**config.mk**
```make
export PLATFORM = sky130hd
export DESIGN_NAME = sad_min_select_flat
export DESIGN_NICKNAME = d
export VERILOG_FILES = /design/src/rtl/sad_min_select_if.sv /design/src/rtl/sad_min_select.sv /design/src/flat_wrapper.sv
export SDC_FILE = /design/constraint.sdc
export NUM_CORES = 1
export LEC_CHECK = 0
export ABC_AREA = 1
export BUFFER_PORTS_ARGS = -buffer_cell sky130_fd_sc_hd__buf_2
export CORE_MARGIN = 4
export CORE_UTILIZATION = 40
export CTS_BUF_LIST = sky130_fd_sc_hd__clkbuf_4 sky130_fd_sc_hd__clkbuf_8
export CTS_CLUSTER_SIZE = 24
export DETAILED_ROUTE_END_ITERATION = 10
export PLACE_DENSITY = 0.76
export SYNTH_ARGS = -nofsm -noshare
export SYNTH_HDL_FRONTEND = slang
export SYNTH_SLANG_ARGS = --single-unit
```
**constraint.sdc**
```tcl
create_clock -name Clk -period 2.05 [get_ports Clk]
set_input_delay 0.41 -clock Clk [delete_from_list [all_inputs] [get_ports Clk]]
set_output_delay 0.41 -clock Clk [all_outputs]
set_load 0.02 [all_outputs]
```
**src/rtl/sad_min_select_if.sv**
```systemverilog
`default_nettype none
// +--------------------------------------------------------------------+
// | sad_min_select_if : SAD write snoop port and result handshake       |
// | Rev 1.0                                                             |
// +--------------------------------------------------------------------+
interface sad_min_select_if #(
  parameter int S_WIDTH = 32,
  parameter int C_WIDTH = 7
);
  logic               Start;
  logic               O_En;
  logic               O_RW;
  logic [C_WIDTH-1:0] C_Addr;
  logic [S_WIDTH-1:0] SAD_In;
  logic               SAD_Done;
  logic [S_WIDTH-1:0] Thresh;
  logic               Ack;
  logic [S_WIDTH-1:0] Best_SAD;
  logic [C_WIDTH-1:0] Best_Idx;
  logic [C_WIDTH:0]   Count;
  logic [C_WIDTH:0]   Hit_Cnt;
  logic               Valid;
  logic               Busy;

  modport master (
    output Start, O_En, O_RW, C_Addr, SAD_In, SAD_Done, Thresh, Ack,
    input  Best_SAD, Best_Idx, Count, Hit_Cnt, Valid, Busy
  );

  modport slave (
    input  Start, O_En, O_RW, C_Addr, SAD_In, SAD_Done, Thresh, Ack,
    output Best_SAD, Best_Idx, Count, Hit_Cnt, Valid, Busy
  );
endinterface
`default_nettype wire

```
**src/rtl/sad_min_select.sv**
```systemverilog
`default_nettype none
// +--------------------------------------------------------------------+
// | sad_min_select : per-pass minimum SAD / threshold hit tracker       |
// | Rev 1.0                                                             |
// +--------------------------------------------------------------------+
module sad_min_select #(
  parameter int S_WIDTH = 32,
  parameter int C_WIDTH = 7
) (
  input  logic               Clk,
  input  logic               Rst,
  sad_min_select_if.slave    bus
);

  typedef enum logic [1:0] {
    ST_IDLE   = 2'd0,
    ST_TRACK  = 2'd1,
    ST_REPORT = 2'd2
  } state_t;

  localparam logic [S_WIDTH-1:0] c_sad_max = '1;
  localparam logic [C_WIDTH:0]   c_cnt_max = '1;
  localparam logic [C_WIDTH:0]   c_cnt_one = {{C_WIDTH{1'b0}}, 1'b1};

  state_t             r_state;
  state_t             w_next;
  logic [S_WIDTH-1:0] r_best_sad;
  logic [C_WIDTH-1:0] r_best_idx;
  logic [C_WIDTH:0]   r_count;
  logic [C_WIDTH:0]   r_hit_cnt;
  logic               w_strobe;
  logic               w_clear;
  logic               w_sample;

  assign w_strobe = bus.O_En & bus.O_RW;
  // Start outranks a same-cycle strobe, so a restart never keeps stale samples.
  assign w_clear  = bus.Start & ((r_state == ST_IDLE) | (r_state == ST_TRACK));
  assign w_sample = (r_state == ST_TRACK) & ~bus.Start & w_strobe;

  always_ff @(posedge Clk) begin
    if (Rst) r_state <= ST_IDLE;
    else     r_state <= w_next;
  end

  always_comb begin
    w_next = r_state;
    case (r_state)
      ST_IDLE:   if (bus.Start) w_next = ST_TRACK;
      ST_TRACK:  if (!bus.Start && bus.SAD_Done) w_next = ST_REPORT;
      ST_REPORT: if (bus.Ack) w_next = ST_IDLE;
      default:   w_next = ST_IDLE;
    endcase
  end

  always_ff @(posedge Clk) begin
    if (Rst) begin
      r_best_sad <= '0;
      r_best_idx <= '0;
      r_count    <= '0;
      r_hit_cnt  <= '0;
    end else if (w_clear) begin
      r_best_sad <= c_sad_max;
      r_best_idx <= '0;
      r_count    <= '0;
      r_hit_cnt  <= '0;
    end else if (w_sample) begin
      // Strict compare: ties keep the earliest candidate.
      if (bus.SAD_In < r_best_sad) begin
        r_best_sad <= bus.SAD_In;
        r_best_idx <= bus.C_Addr;
      end
      if (r_count != c_cnt_max) r_count <= r_count + c_cnt_one;
      if ((bus.SAD_In < bus.Thresh) && (r_hit_cnt != c_cnt_max))
        r_hit_cnt <= r_hit_cnt + c_cnt_one;
    end
  end

  assign bus.Best_SAD = r_best_sad;
  assign bus.Best_Idx = r_best_idx;
  assign bus.Count    = r_count;
  assign bus.Hit_Cnt  = r_hit_cnt;
  assign bus.Valid    = (r_state == ST_REPORT);
  assign bus.Busy     = (r_state == ST_TRACK);

endmodule
`default_nettype wire
```
**src/flat_wrapper.sv**
```systemverilog
// flat-port wrapper written by rule: the top's interface ports become plain ports
module sad_min_select_flat 
#(
  parameter int S_WIDTH = 32,
  parameter int C_WIDTH = 7
)
  (Clk, Rst, bus_Start, bus_O_En, bus_O_RW, bus_C_Addr, bus_SAD_In, bus_SAD_Done, bus_Thresh, bus_Ack, bus_Best_SAD, bus_Best_Idx, bus_Count, bus_Hit_Cnt, bus_Valid, bus_Busy);
  sad_min_select_if #(.S_WIDTH(S_WIDTH), .C_WIDTH(C_WIDTH)) bus_i ();
  input  logic Clk;
  input  logic Rst;
  input wire logic [$bits(bus_i.Start)-1:0] bus_Start;
  input wire logic [$bits(bus_i.O_En)-1:0] bus_O_En;
  input wire logic [$bits(bus_i.O_RW)-1:0] bus_O_RW;
  input wire logic [$bits(bus_i.C_Addr)-1:0] bus_C_Addr;
  input wire logic [$bits(bus_i.SAD_In)-1:0] bus_SAD_In;
  input wire logic [$bits(bus_i.SAD_Done)-1:0] bus_SAD_Done;
  input wire logic [$bits(bus_i.Thresh)-1:0] bus_Thresh;
  input wire logic [$bits(bus_i.Ack)-1:0] bus_Ack;
  output wire logic [$bits(bus_i.Best_SAD)-1:0] bus_Best_SAD;
  output wire logic [$bits(bus_i.Best_Idx)-1:0] bus_Best_Idx;
  output wire logic [$bits(bus_i.Count)-1:0] bus_Count;
  output wire logic [$bits(bus_i.Hit_Cnt)-1:0] bus_Hit_Cnt;
  output wire logic [$bits(bus_i.Valid)-1:0] bus_Valid;
  output wire logic [$bits(bus_i.Busy)-1:0] bus_Busy;
  assign bus_i.Start = bus_Start;
  assign bus_i.O_En = bus_O_En;
  assign bus_i.O_RW = bus_O_RW;
  assign bus_i.C_Addr = bus_C_Addr;
  assign bus_i.SAD_In = bus_SAD_In;
  assign bus_i.SAD_Done = bus_SAD_Done;
  assign bus_i.Thresh = bus_Thresh;
  assign bus_i.Ack = bus_Ack;
  assign bus_Best_SAD = bus_i.Best_SAD;
  assign bus_Best_Idx = bus_i.Best_Idx;
  assign bus_Count = bus_i.Count;
  assign bus_Hit_Cnt = bus_i.Hit_Cnt;
  assign bus_Valid = bus_i.Valid;
  assign bus_Busy = bus_i.Busy;
  sad_min_select #(.S_WIDTH(S_WIDTH), .C_WIDTH(C_WIDTH)) u_core (.Clk(Clk), .Rst(Rst), .bus(bus_i));
endmodule
```
# After elaboration in Yosys (flattened, before gate mapping)

Cells that the tools add are included.

Bits in registers: 57
Bits of input ports: 78
Output and inout port bits: 57
Logic and storage cells: 41

$add $sub $neg: 2
Order comparisons: 2
Equal/unequal tests: 7
Multiplexer cells: 7
Bitwise logic cells: 6
Reductions and logical operators: 12

Operators with widths:

| operator                                      | count |
|---|---|
| 2-to-1 mux 32 bit                             | 3 |
| less-than comparator 32 bit                   | 2 |
| adder 8 x 1 -> 8 bit, second input constant   | 2 |
| != test 8 bit, second input constant          | 2 |
| AND reduction 2 bit                           | 4 |
| 2-to-1 mux 2 bit                              | 3 |
| case mux 2 bit (3 select lines)               | 1 |
| bitwise AND 1 bit                             | 4 |
| != test 2 bit, second input constant          | 2 |
| nonzero test 2 bit                            | 2 |
| AND reduction 3 bit                           | 1 |
| == test 2 x 1 -> 1 bit, second input constant | 1 |
| == test 2 bit, second input constant          | 1 |
| logical AND 1 bit                             | 2 |
| logical NOT 2 bit                             | 1 |
| != test 2 x 1 -> 1 bit, second input constant | 1 |
| OR reduction 2 bit                            | 1 |
| logical NOT 1 bit                             | 1 |
| inverter 1 bit                                | 1 |
| bitwise OR 1 bit                              | 1 |

# Logic depth before layout (Yosys ltp)

Gate-level depths: netlist of the first run.

Word-level depth: 5
Mapped depth: 16
Gate-level depth less buffers: 15

# Least setup slack after synthesis of the first run

Ideal clock, no wire load.

Path type: reg2reg
Start point: reg u_core.r_best_sad[5] (netlist: u_core.bus.Best_SAD[5])
End point: reg u_core.r_best_sad[22] (netlist: u_core.bus.Best_SAD[22])
Library setup time: 0.128 ns
Arrival: 1.876 ns
Required time: 1.922 ns
Path slack: 0.047 ns
Cell stages (with the launch flop): 14
Buffers on the path: 1
Period minus slack after synthesis: 2.003 ns
Cell sequence: dfxtp_1 -> inv_1 -> ha_1 -> a21oi_1 -> nor2_1 -> nor3_1 -> nand2_1 -> nand2_1 -> nand2_1 -> nand2_1 -> clkbuf_1 -> a21oi_1 -> nor2_1 -> nor2_1

Longest elaborated chain between the ends: 3

RTL lines:

| item                                 | line                 | text |
|---|---|---|
| start: declaration                   | sad_min_select.sv:27 | `logic [S_WIDTH-1:0] r_best_sad;` |
| start signal: assignment             | sad_min_select.sv:62 | `r_best_sad <= c_sad_max;` |
| start signal: assignment             | sad_min_select.sv:69 | `r_best_sad <= bus.SAD_In;` |
| less-than comparator 32 bit          | sad_min_select.sv:68 | `if (bus.SAD_In < r_best_sad) begin` |
| nonzero test 2 bit (no source line)  | n/a                  |  |
| AND reduction 2 bit (no source line) | n/a                  |  |

No other way between the ends.
A chain may end at the register's enable or synchronous reset.

# Final worst setup path of the first run

Start point: reg u_core.r_best_sad[30] (netlist: u_core.bus.Best_SAD[30])
End point: reg u_core.r_best_sad[17] (netlist: u_core.bus.Best_SAD[17])

The elaborated chain is that of the path after synthesis.

==> results of run 1 <==
==> worst register-to-register path: stages (launching register included) <==
cell and delay (ns):
dfxtp_2 0.33, inv_1 0.07, ha_4 0.27, nand2_1 0.07, nor2_2 0.14, nand4_1 0.16
a21oi_2 0.20, nor2_4 0.05, buf_12 0.14, clkbuf_16 0.17, nand3_1 0.08, nand2_1 0.05
nor2_1 0.08, nor2_1 0.04
==> layer usage <==
metal	wire length, um	track usage (%)	part of all wire [%]
met1	5340	24.0	46
met2	5350	30.9	46
met3	782	5.52	6.8
met4	68	4.01	0.59
met5	0	0	0
==> layout make-up <==
class                   instances  area (um2)
flip-flops and latches         57        1150
fillers                       976        4250
multi-input cells             439        2680
clock inverters                 4        97.6
clock buffers                  12         165
repair buffers                176        1060
inverters                     102         383
well taps                     133         166
==> report_power, final <==
group	switching [uW]	total (uW)	internal, uW
Sequential	34.3	1200	1160
Combinational	454	801	348
Clock	473	1380	908
Total	961	3380	2420
==> cell usage in the layout (no fill, tap or decap), types with 2 or more instances in the layout <==
master     netlist  routed
nor4_1           4       4
buf_12           0       2
nand3_1         47      46
o21ai_1          0       3
a21oi_1         70      65
xor2_1           4       4
a21oi_2          1       6
o21ai_0         22      19
or2_2           17      17
nor3_1           4       4
ha_1            64      61
bufinv_16        0       3
nand2_8          0       2
nor2_4           2       2
dfxtp_1         57      49
ha_4             0       3
nor2_1          77      75
buf_6            1       2
nand2_4          2       3
o21a_1           2       2
nand4_1         10      10
clkbuf_8         0      12
buf_4            0      35
nor2_2           0       2
inv_1          100      99
inv_2            1       2
dfxtp_2          0       8
nand2_2          1       2
nand2_1        105     103
buf_2            4     134
==> sequential cells by signal, indices dropped and copies added, names as in the netlist <==
register	flops
u_core.bus.Hit_Cnt	8
u_core.bus.Best_Idx	7
u_core.r_state	2
u_core.bus.Count	8
u_core.bus.Best_SAD	32
==> worst max-delay path by stage <==
stage                            startpoint                 endpoint  slack, ns  cells past startpoint
global route        u_core.bus.Best_SAD[30]  u_core.bus.Best_SAD[22]      -0.07                     13
CTS                 u_core.bus.Best_SAD[15]   u_core.bus.Best_SAD[0]       0.04                     11
detailed placement           bus_SAD_In[31]    u_core.bus.Hit_Cnt[4]      -0.21                     12
finish              u_core.bus.Best_SAD[30]  u_core.bus.Best_SAD[17]       0.06                     13
global placement             bus_SAD_In[31]    u_core.bus.Hit_Cnt[7]      -0.09                     11
floorplan            u_core.bus.Best_SAD[5]  u_core.bus.Best_SAD[22]       0.05                     13
==> logic make-up after synthesis <==
group,Yosys count,synth area share [%]
and+or+nand+nor,273,29.5
adders and majority gates,64,19.3
DFF,57,27.4
xor gates and xnor gates,4,0.843
AOI/OAI and AO/OA,96,11.8
buffers and inverters,120,11.1
==> per-stage QoR <==
step           worst slack, ns  hold WS (ns)
5_1_grt                -0.0687         0.321
3_3_place_gp           -0.0926         0.451
6_report                0.0590         0.314
3_5_place_dp            -0.209         0.456
2_1_floorplan           0.0467         0.529
4_1_cts                 0.0442         0.305
==> what timing repair did <==
| item | 4_1_cts | 5_1_grt |
|---|---|---|
| setup buffers | 0 | 3 |
| resized for setup | 0 | 34 |
| endpoints found under the setup margin | 0 | 42 |
==> impl_metrics.yaml, run 1 <==
cells_and_area:
  synthToLayoutAreaGrowth_pct: 37.1
  final_area_um2: 5700
  fin_cells: 923
  num_antenna_cells: 0
  fin_util_pct: 57.3
  drive_gt1_share_pct: 30.6
  nets: 927
synthesis:
  async_flop_share_pct: 0
  syn_avg_cell_area_um2: 6.77
  synth_fp_nets: 756
  ys_warn_count: 0
  ys_seq_elements: 57
  yosys.area.top_type: "dfxtp_1"
  ys_top_cells_by_area: "dfxtp_1, ha_1, nand2_1"
  yosysSeqAreaShare_pct: 27.4
  yosysMostFrequentCell: "nand2_1"
  syn-cell-area_um2: 4160
  synth_top_area_share_pct: 27.4
  synthTopCellsByCount: "nand2_1, inv_1, nor2_1, a21oi_1, ha_1"
  ys_types: 28
  ys.flop_type: "dfxtp_1"
  synth_edf_count: 0
  syn_inst: 614
routing:
  antenna_left: 0
  dr.pass1.iters: 5
  finalWirelength_mm: 11.5
  drt_iter0_markers: 172
  wl_per_cell_um: 12.5
  vias: 4423
  drc_errors: 0
  avgViaCountPerCell: 4.79
cts:
  clk_latency_ns: 0.33
  cts_inserted_buffers: 9
  cts_root_buf: "clkbuf_8"
  cts_max_level: 3
  cts_hold_buf: 0
  clock_path_buffers: 2
  clock_sinks: 57
  clkTransAtPathRegs_ns: 0.07
  cts_tree: "done"
worst_hold_path:
  hp-class: "in2reg"
  worstHoldEndpoint: "u_core.bus.Best_Idx[1]"
  hold_depth: 3
  hp-start: "bus_C_Addr[1]"
power_and_ir_drop:
  peakVddDrop_uv: 366
  p_total_uw: 3380
  power_density_nw_per_um2: 593
  p_leak_uw: 0.00300
global_route:
  grt-ovfl-total: 0
  grt_pass1_wl_mm: 18.2
  grt_pass1_vias: 4069
  antenna_found_initial: 0
  grt_start_max_net_pins: 35
  grt_usage_pct: 18.7
status:
  status: "complete, no violations"
floorplan:
  coreArea_um2: 9950
  die_w_um: 110
  start_util_pct: 41.8
  die_area_um2: 12100
  io_pins: 135
  fp.dieH_um: 110
  num_rows: 36
sta:
  finalCritPeriodShare_pct: 97.1
  finalHoldViolCount: 0
  slew_viol_final: 0
  period_needed_ns: 1.99
  tightest_slew_ns: 0.437
  tns_ns: 0
  fmax_mhz: 502
  max-slew-margin-rel_pct: 70.7
  rsz0062_at_grt: "true"
  skew_ns: 0.00759
  finalSetupViolations: 0
worst_setup_path:
  worstPathMaxFanout: 15
  path_buf_inv: 3
  cp_top_family: "simple AND/OR/NAND/NOR gates"
  path_class: "reg2reg"
  worstSetupEndpointType: "register"
  worst_setup_path_start_kind: "register"
  crit_chain: "inv_1 > ha_4 > nand2_1 > nor2_2 > nand4_1 > a21oi_2 > nor2_4 > buf_12 > clkbuf_16 > nand3_1 > nand2_1 > nor2_1 > nor2_1"
  reg2reg_from: "u_core.bus.Best_SAD[30]"
  crit_path_max_incr_delay_ns: 0.33
  cp.required_ns: 2.25
  r2r_slack_ns: 0.06
  r2r_cells: 13
  cp.arrival_ns: 2.19
  worst_path_max_delay_cell: "dfxtp_2"
  r2r-end: "u_core.bus.Best_SAD[17]"
place:
  place_area_um2: 5230
  dp_hpwl_mm: 8.73
  dpl.cell_count: 901
  io_buffer_count: 134
  routabilityCongestion: 0.856
job:
  maxCapViolations: 0
(Power assumes the default switching activity.)
==> run 2: changes to the inputs <==
--- a/config.mk
+++ b/config.mk
@@ -5,14 +5,13 @@
 export SDC_FILE = /design/constraint.sdc
 export NUM_CORES = 1
 export LEC_CHECK = 0
-export ABC_AREA = 1
 export BUFFER_PORTS_ARGS = -buffer_cell sky130_fd_sc_hd__buf_2
 export CORE_MARGIN = 4
 export CORE_UTILIZATION = 40
 export CTS_BUF_LIST = sky130_fd_sc_hd__clkbuf_4 sky130_fd_sc_hd__clkbuf_8
 export CTS_CLUSTER_SIZE = 24
 export DETAILED_ROUTE_END_ITERATION = 10
-export PLACE_DENSITY = 0.76
+export PLACE_DENSITY = 0.77
 export SYNTH_ARGS = -nofsm -noshare
 export SYNTH_HDL_FRONTEND = slang
 export SYNTH_SLANG_ARGS = --single-unit
==> run 2 against run 1 <==
Effect of this change: the flow now finishes with violations (negative setup slack); via count fell by 7.1%; global-route usage grew 1.2 points; area after synthesis decreased by 6.3%; core utilization is 5.8 points higher; synthesized cell count decreased by 25%; combinational power up 11%; final cell count shrank 11%; power is 3.9% lower; first-iteration DRC count is 1.2% higher; wire length up 5.5%; flip-flop and latch count did not move; setup slack worse by 0.41 ns.
==> impl_metrics.yaml, run 2 <==
synthesis:
  ys.flop_type: "dfxtp_1"
  syn_avg_cell_area_um2: 8.46
  yosysSeqAreaShare_pct: 29.3
  yosys.area.top_type: "dfxtp_1"
  syn_inst: 460
  synth_edf_count: 0
  synthTopCellsByCount: "a21oi_1, inv_1, ha_1, dfxtp_1, nand2_1"
  ys_seq_elements: 57
  synth_fp_nets: 602
  ys_warn_count: 0
  ys_types: 42
  synth_top_area_share_pct: 29.3
  syn-cell-area_um2: 3890
  async_flop_share_pct: 0
  ys_top_cells_by_area: "dfxtp_1, ha_1, mux2i_1"
worst_setup_path:
  cp.arrival_ns: 2.61
  worst_path_max_delay_cell: "dfxtp_4"
  reg2reg_from: "u_core.bus.Best_SAD[3]"
  worstSetupEndpointType: "register"
  cp.required_ns: 2.26
  r2r_slack_ns: -0.35
  path_common_cell: "a211o_1"
  crit_end: "u_core.bus.Best_SAD[3]"
  critical_path.startpoint: "u_core.bus.Best_SAD[3]"
  crit_path_max_incr_delay_ns: 0.35
  r2r-end: "u_core.bus.Best_SAD[3]"
  crit_chain: "inv_1 > ha_2 > a211o_1 > a31oi_1 > o221ai_1 > a211o_1 > a21oi_4 > clkbuf_16 > mux2i_1 > a21oi_1"
  path_class: "reg2reg"
  worstPathMaxFanout: 8
  worst_setup_path_start_kind: "register"
  r2r_cells: 10
power_and_ir_drop:
  p_seq_share_pct: 36.7
  power.switching_uw: 973
  power_density_nw_per_um2: 549
  swShare_pct: 30.0
  p_leak_uw: 0.00288
  cell_internal_pwr_uw: 2270
  power_frac_comb_pct: 27.4
  p_total_uw: 3250
  peakVddDrop_uv: 323
  clkPwrFrac_pct: 35.9
sta:
  slew_viol_final: 0
  max-slew-margin-rel_pct: 72.0
  rsz0062_at_grt: "true"
  period_needed_ns: 2.40
  fin_ws_ns: -0.352
  finalSetupViolations: 41
  finalHoldViolCount: 0
  tightest_slew_ns: 0.418
  skew_ns: 0.0114
  finalCritPeriodShare_pct: 117
  tns_ns: -12.12
  fmax_mhz: 416
cts:
  cts_hold_buf: 0
  cts_max_level: 3
  cts_inserted_buffers: 9
  clock_path_buffers: 2
  clk_latency_ns: 0.33
  cts_tree: "done"
  cts_root_buf: "clkbuf_8"
  clkTransAtPathRegs_ns: 0.08
  clock_sinks: 57
routing:
  avgViaCountPerCell: 5.03
  vias: 4111
  wl_per_cell_um: 14.9
  dr.pass1.iters: 4
  drc_errors: 0
  finalWirelength_mm: 12.2
  drt_iter0_markers: 174
  antenna_left: 0
floorplan:
  start_util_pct: 41.5
  io_pins: 135
  num_rows: 35
  coreArea_um2: 9370
  die_w_um: 107
  fp.dieH_um: 107
  die_area_um2: 11400
global_route:
  antenna_found_initial: 0
  grt_pass1_vias: 4099
  grt_pass1_wl_mm: 18.4
  grt-ovfl-total: 0
  grt_start_max_net_pins: 35
  grt_usage_pct: 19.9
job:
  maxCapViolations: 0
cells_and_area:
  drive_gt1_share_pct: 45.2
  largest_reg_flops: 32
  nets: 825
  mostFrequentLayoutCells: "buf_2, buf_4, a21oi_1"
  synthToLayoutAreaGrowth_pct: 51.9
  fin_util_pct: 63.1
  final_area_um2: 5910
  num_antenna_cells: 0
  layout_commonest_cell: "buf_2"
worst_hold_path:
  hp-class: "in2reg"
status:
  status: "finished, violations left"
  violations: "negative setup slack"
place:
  pre_cts_ws_ns: -0.548
  routabilityCongestion: 0.877
  io_buffer_count: 134
  dp_hpwl_mm: 9.41
  place_area_um2: 5440
run 2: cell types whose count changed after synthesis, moves of 4 or more:
cell      before  now
nand2_1      105   36
nor2b_1        0    4
xnor2_1        0    6
a21oi_1       70   65
nor4_1         4    0
nor2_1        77   24
nand2b_1       0    4
inv_1        100   65
mux2i_1        0   33
nand3_1       47   15
or2_2         17    1
run 2: cells by family after synthesis:
family | after synthesis | synth area share, %
AND/OR/NAND/NOR | 110 | 13.7
adder cells (fa/ha/maj) | 64 | 20.6
flip-flops | 57 | 29.3
AO/OA/AOI/OAI | 105 | 16.4
multiplexers | 33 | 8.48
XOR/XNOR | 10 | 2.25
buffers and inverters | 81 | 9.29
run 2: worst min path at each step:
stage | start | end | slack (ns) | cells after the start
final | bus_C_Addr[0] | u_core.bus.Best_Idx[0] | 0.30 | 3
after global routing | bus_C_Addr[3] | u_core.bus.Best_Idx[3] | 0.31 | 3
after CTS | bus_C_Addr[0] | u_core.bus.Best_Idx[0] | 0.28 | 3
after detailed placement | u_core.bus.Best_Idx[2] | u_core.bus.Best_Idx[2] | 0.46 | 2
after global placement | u_core.bus.Best_Idx[0] | u_core.bus.Best_Idx[0] | 0.44 | 2
after floorplan | u_core.r_state[1] | u_core.r_state[0] | 0.47 | 1
run 2: final cells by class:
class / instances / area [um2]
well taps: 129 / 161
repair buffers: 228 / 1450
multi-input cells: 322 / 2660
inverters: 65 / 244
fillers: 825 / 3460
flip-flops and latches: 57 / 1190
clock inverters: 6 / 81.3
clock buffers: 10 / 131
run 2: critical path, delay by kind of cell (launching register included):
| kind | cells | cell delay, ns |
|---|---|---|
| compound gates | 6 | 1.24 |
| flops | 1 | 0.35 |
| buf+inv | 2 | 0.28 |
| mux | 1 | 0.21 |
| fa+ha+maj | 1 | 0.18 |
run 2: metal layers:
metal	track usage, %	part of all wire (%)	vias up
li1	-	-	2047
met1	22.8	40	1900
met2	36.5	52	142
met3	3.55	5.7	22
met4	7.85	2.0	0
met5	0	0	-
run 2: power groups by stage:
| stage | Combinational [uW] | Sequential, uW | Clock, uW |
|---|---|---|---|
| floorplan | 373 | 1280 | 0 |
| global placement | 794 | 1210 | 0 |
| detailed placement | 834 | 1220 | 0 |
| CTS | 848 | 1190 | 1190 |
| global route | 979 | 1200 | 1240 |
| finish | 891 | 1190 | 1160 |
run 2: metrics by stage:
| step | cells | hold WS [ns] |
|---|---|---|
| 6_report | 817 | 0.300 |
| 5_1_grt | 817 | 0.305 |
| 4_1_cts | 812 | 0.285 |
| 3_5_place_dp | 793 | 0.455 |
| 3_3_place_gp | 793 | 0.443 |
| 2_1_floorplan | 460 | 0.473 |
run 2: repair_timing:
item | 4_1_cts | 5_1_grt
pin swaps | 6 | 21
buffers inserted | 3 | 3
gates cloned | 0 | 2
resized for setup | 6 | 23
hold endpoints to repair | 0 | 0
endpoints found under the setup margin | 41 | 47
==> run 3: changes to the inputs <==
--- a/config.mk
+++ b/config.mk
@@ -12,6 +12,7 @@
 export CTS_CLUSTER_SIZE = 24
 export DETAILED_ROUTE_END_ITERATION = 10
 export PLACE_DENSITY = 0.77
+export SKIP_LAST_GASP = 1
 export SYNTH_ARGS = -nofsm -noshare
 export SYNTH_HDL_FRONTEND = slang
 export SYNTH_SLANG_ARGS = --single-unit
==> run 3 against run 2 <==
Effect of this change: the run still ends with negative setup slack left; wire length down 0.31%; critical path depth did not move; first-iteration DRC count fell by 24%; final area fell by 0.23%; register-to-register slack hardly changed; power down 0.11%; flip-flop and latch count did not move; setup slack got worse by 0.0052 ns; clock-buffer cell count unchanged; critical path type unchanged; critical endpoint is now u_core.bus.Best_SAD[8]; largest power group unchanged.
==> impl_metrics.yaml, run 3 (synthesis gave the netlist of run 2 again) <==
status:
  status: "finished, violations left"
  violations: "negative setup slack"
routing:
  vias: 4116
  dr.pass1.iters: 4
  wl_per_cell_um: 14.9
  avgViaCountPerCell: 5.04
  antenna_left: 0
  drt_iter0_markers: 132
  finalWirelength_mm: 12.1
  drc_errors: 0
sta:
  finalCritPeriodShare_pct: 117
  fmax_mhz: 416
  rsz0062_at_grt: "true"
  tightest_slew_ns: 0.417
  period_needed_ns: 2.41
  finalHoldViolCount: 0
  tns_ns: -12.21
  finalSetupViolations: 42
  fin_ws_ns: -0.357
  max-slew-margin-rel_pct: 72.1
  slew_viol_final: 0
  skew_ns: 0.0108
cts:
  cts_inserted_buffers: 9
  clk_latency_ns: 0.33
  clkTransAtPathRegs_ns: 0.07
  cts_hold_buf: 0
  clock_sinks: 57
  clock_path_buffers: 2
  cts_root_buf: "clkbuf_8"
  cts_tree: "done"
  cts_max_level: 3
power_and_ir_drop:
  peakVddDrop_uv: 323
  p_leak_uw: 0.00288
  power_density_nw_per_um2: 550
global_route:
  grt_pass1_vias: 4099
  grt_usage_pct: 19.9
  antenna_found_initial: 0
  grt-ovfl-total: 0
  grt_pass1_wl_mm: 18.4
  grt_start_max_net_pins: 35
place:
  io_buffer_count: 134
  dpl.cell_count: 793
  dp_hpwl_mm: 9.41
  routabilityCongestion: 0.877
worst_setup_path:
  path_class: "reg2reg"
  worst_setup_path_start_kind: "register"
  cp.required_ns: 2.26
  critical_path.startpoint: "u_core.bus.Best_SAD[2]"
  worstPathMaxFanout: 8
  cp.arrival_ns: 2.61
  r2r_cells: 10
  reg2reg_from: "u_core.bus.Best_SAD[2]"
  worstSetupEndpointType: "register"
cells_and_area:
  num_antenna_cells: 0
  mostFrequentLayoutCells: "buf_2, buf_4, a21oi_1"
  largest_reg_flops: 32
  drive_gt1_share_pct: 44.9
  fin_cells: 817
  synthToLayoutAreaGrowth_pct: 51.5
  layout_commonest_cell: "buf_2"
  nets: 825
worst_hold_path:
  hp-class: "in2reg"
  hp-start: "bus_C_Addr[0]"
  hold_depth: 3
job:
  maxCapViolations: 0
floorplan:
  fp.dieH_um: 107
  num_rows: 35
  die_area_um2: 11400
  coreArea_um2: 9370
  io_pins: 135
  start_util_pct: 41.5
  die_w_um: 107
-- run 3: cell counts in the layout (fill, tap and decap cells not counted) --
Identical to the previous run, type by type.
-- run 3: worst max-delay path, stage by stage, from the launching register on --
cell	delay, ns
dfxtp_4	0.34
inv_2	0.06
ha_4	0.19
a211o_1	0.25
a31oi_1	0.15
o221ai_1	0.14
a211o_1	0.31
a21oi_4	0.30
buf_12	0.20
mux2i_1	0.24
a21oi_1	0.09
-- run 3: final timing paths --
| path | endpoint | slack (ns) |
|---|---|---|
| worst min register to register | u_core.bus.Best_Idx[2] | 0.46 |
| worst max-delay path | u_core.bus.Best_SAD[8] | -0.36 |
| worst max register to register | u_core.bus.Best_SAD[8] | -0.36 |
| worst min-delay path | u_core.bus.Best_Idx[0] | 0.30 |
-- run 3: final cells by class --
| type | count | area, um2 |
|---|---|---|
| clock inverters | 6 | 81.3 |
| clock buffers | 10 | 131 |
| flip-flops and latches | 57 | 1190 |
| repair buffers | 228 | 1440 |
| well taps | 129 | 161 |
| multi-input cells | 322 | 2650 |
| fillers | 828 | 3470 |
| inverters | 65 | 244 |
-- run 3: timing repair --
item,4_1_cts,5_1_grt
pin swaps,6,21
gates resized for setup,6,20
buffers inserted,3,3
setup endpoints to repair,41,47
cloned,0,2
-- run 3: power breakdown --
part           internal [uW]  switching [uW]  leakage, uW
registers               1160            30.8     0.000477
clock network            693             471     0.000114
logic                    419             469      0.00229
-- run 3: stage by stage --
step | total power [uW] | area [um2] | utilization (%) | setup WS [ns] | hold slack, ns
finish | 3240 | 5900 | 63.0 | -0.357 | 0.300
floorplan | 1660 | 4050 | - | -0.216 | 0.473
detailed placement | 2050 | 5440 | 58.1 | -0.548 | 0.455
global route | 3420 | 5900 | 63.0 | -0.444 | 0.305
global placement | 2010 | 5440 | 58.1 | -0.460 | 0.443
CTS | 3230 | 5700 | 60.9 | -0.367 | 0.285
-- run 3: routing by layer --
layer | track usage, % | share of wire (%) | vias to the layer above
met2 | 36.5 | 52 | 139
met3 | 3.55 | 5.9 | 22
met1 | 22.8 | 40 | 1909
li1 | - | - | 2046
met5 | 0 | 0 | -
met4 | 7.85 | 1.9 | 0
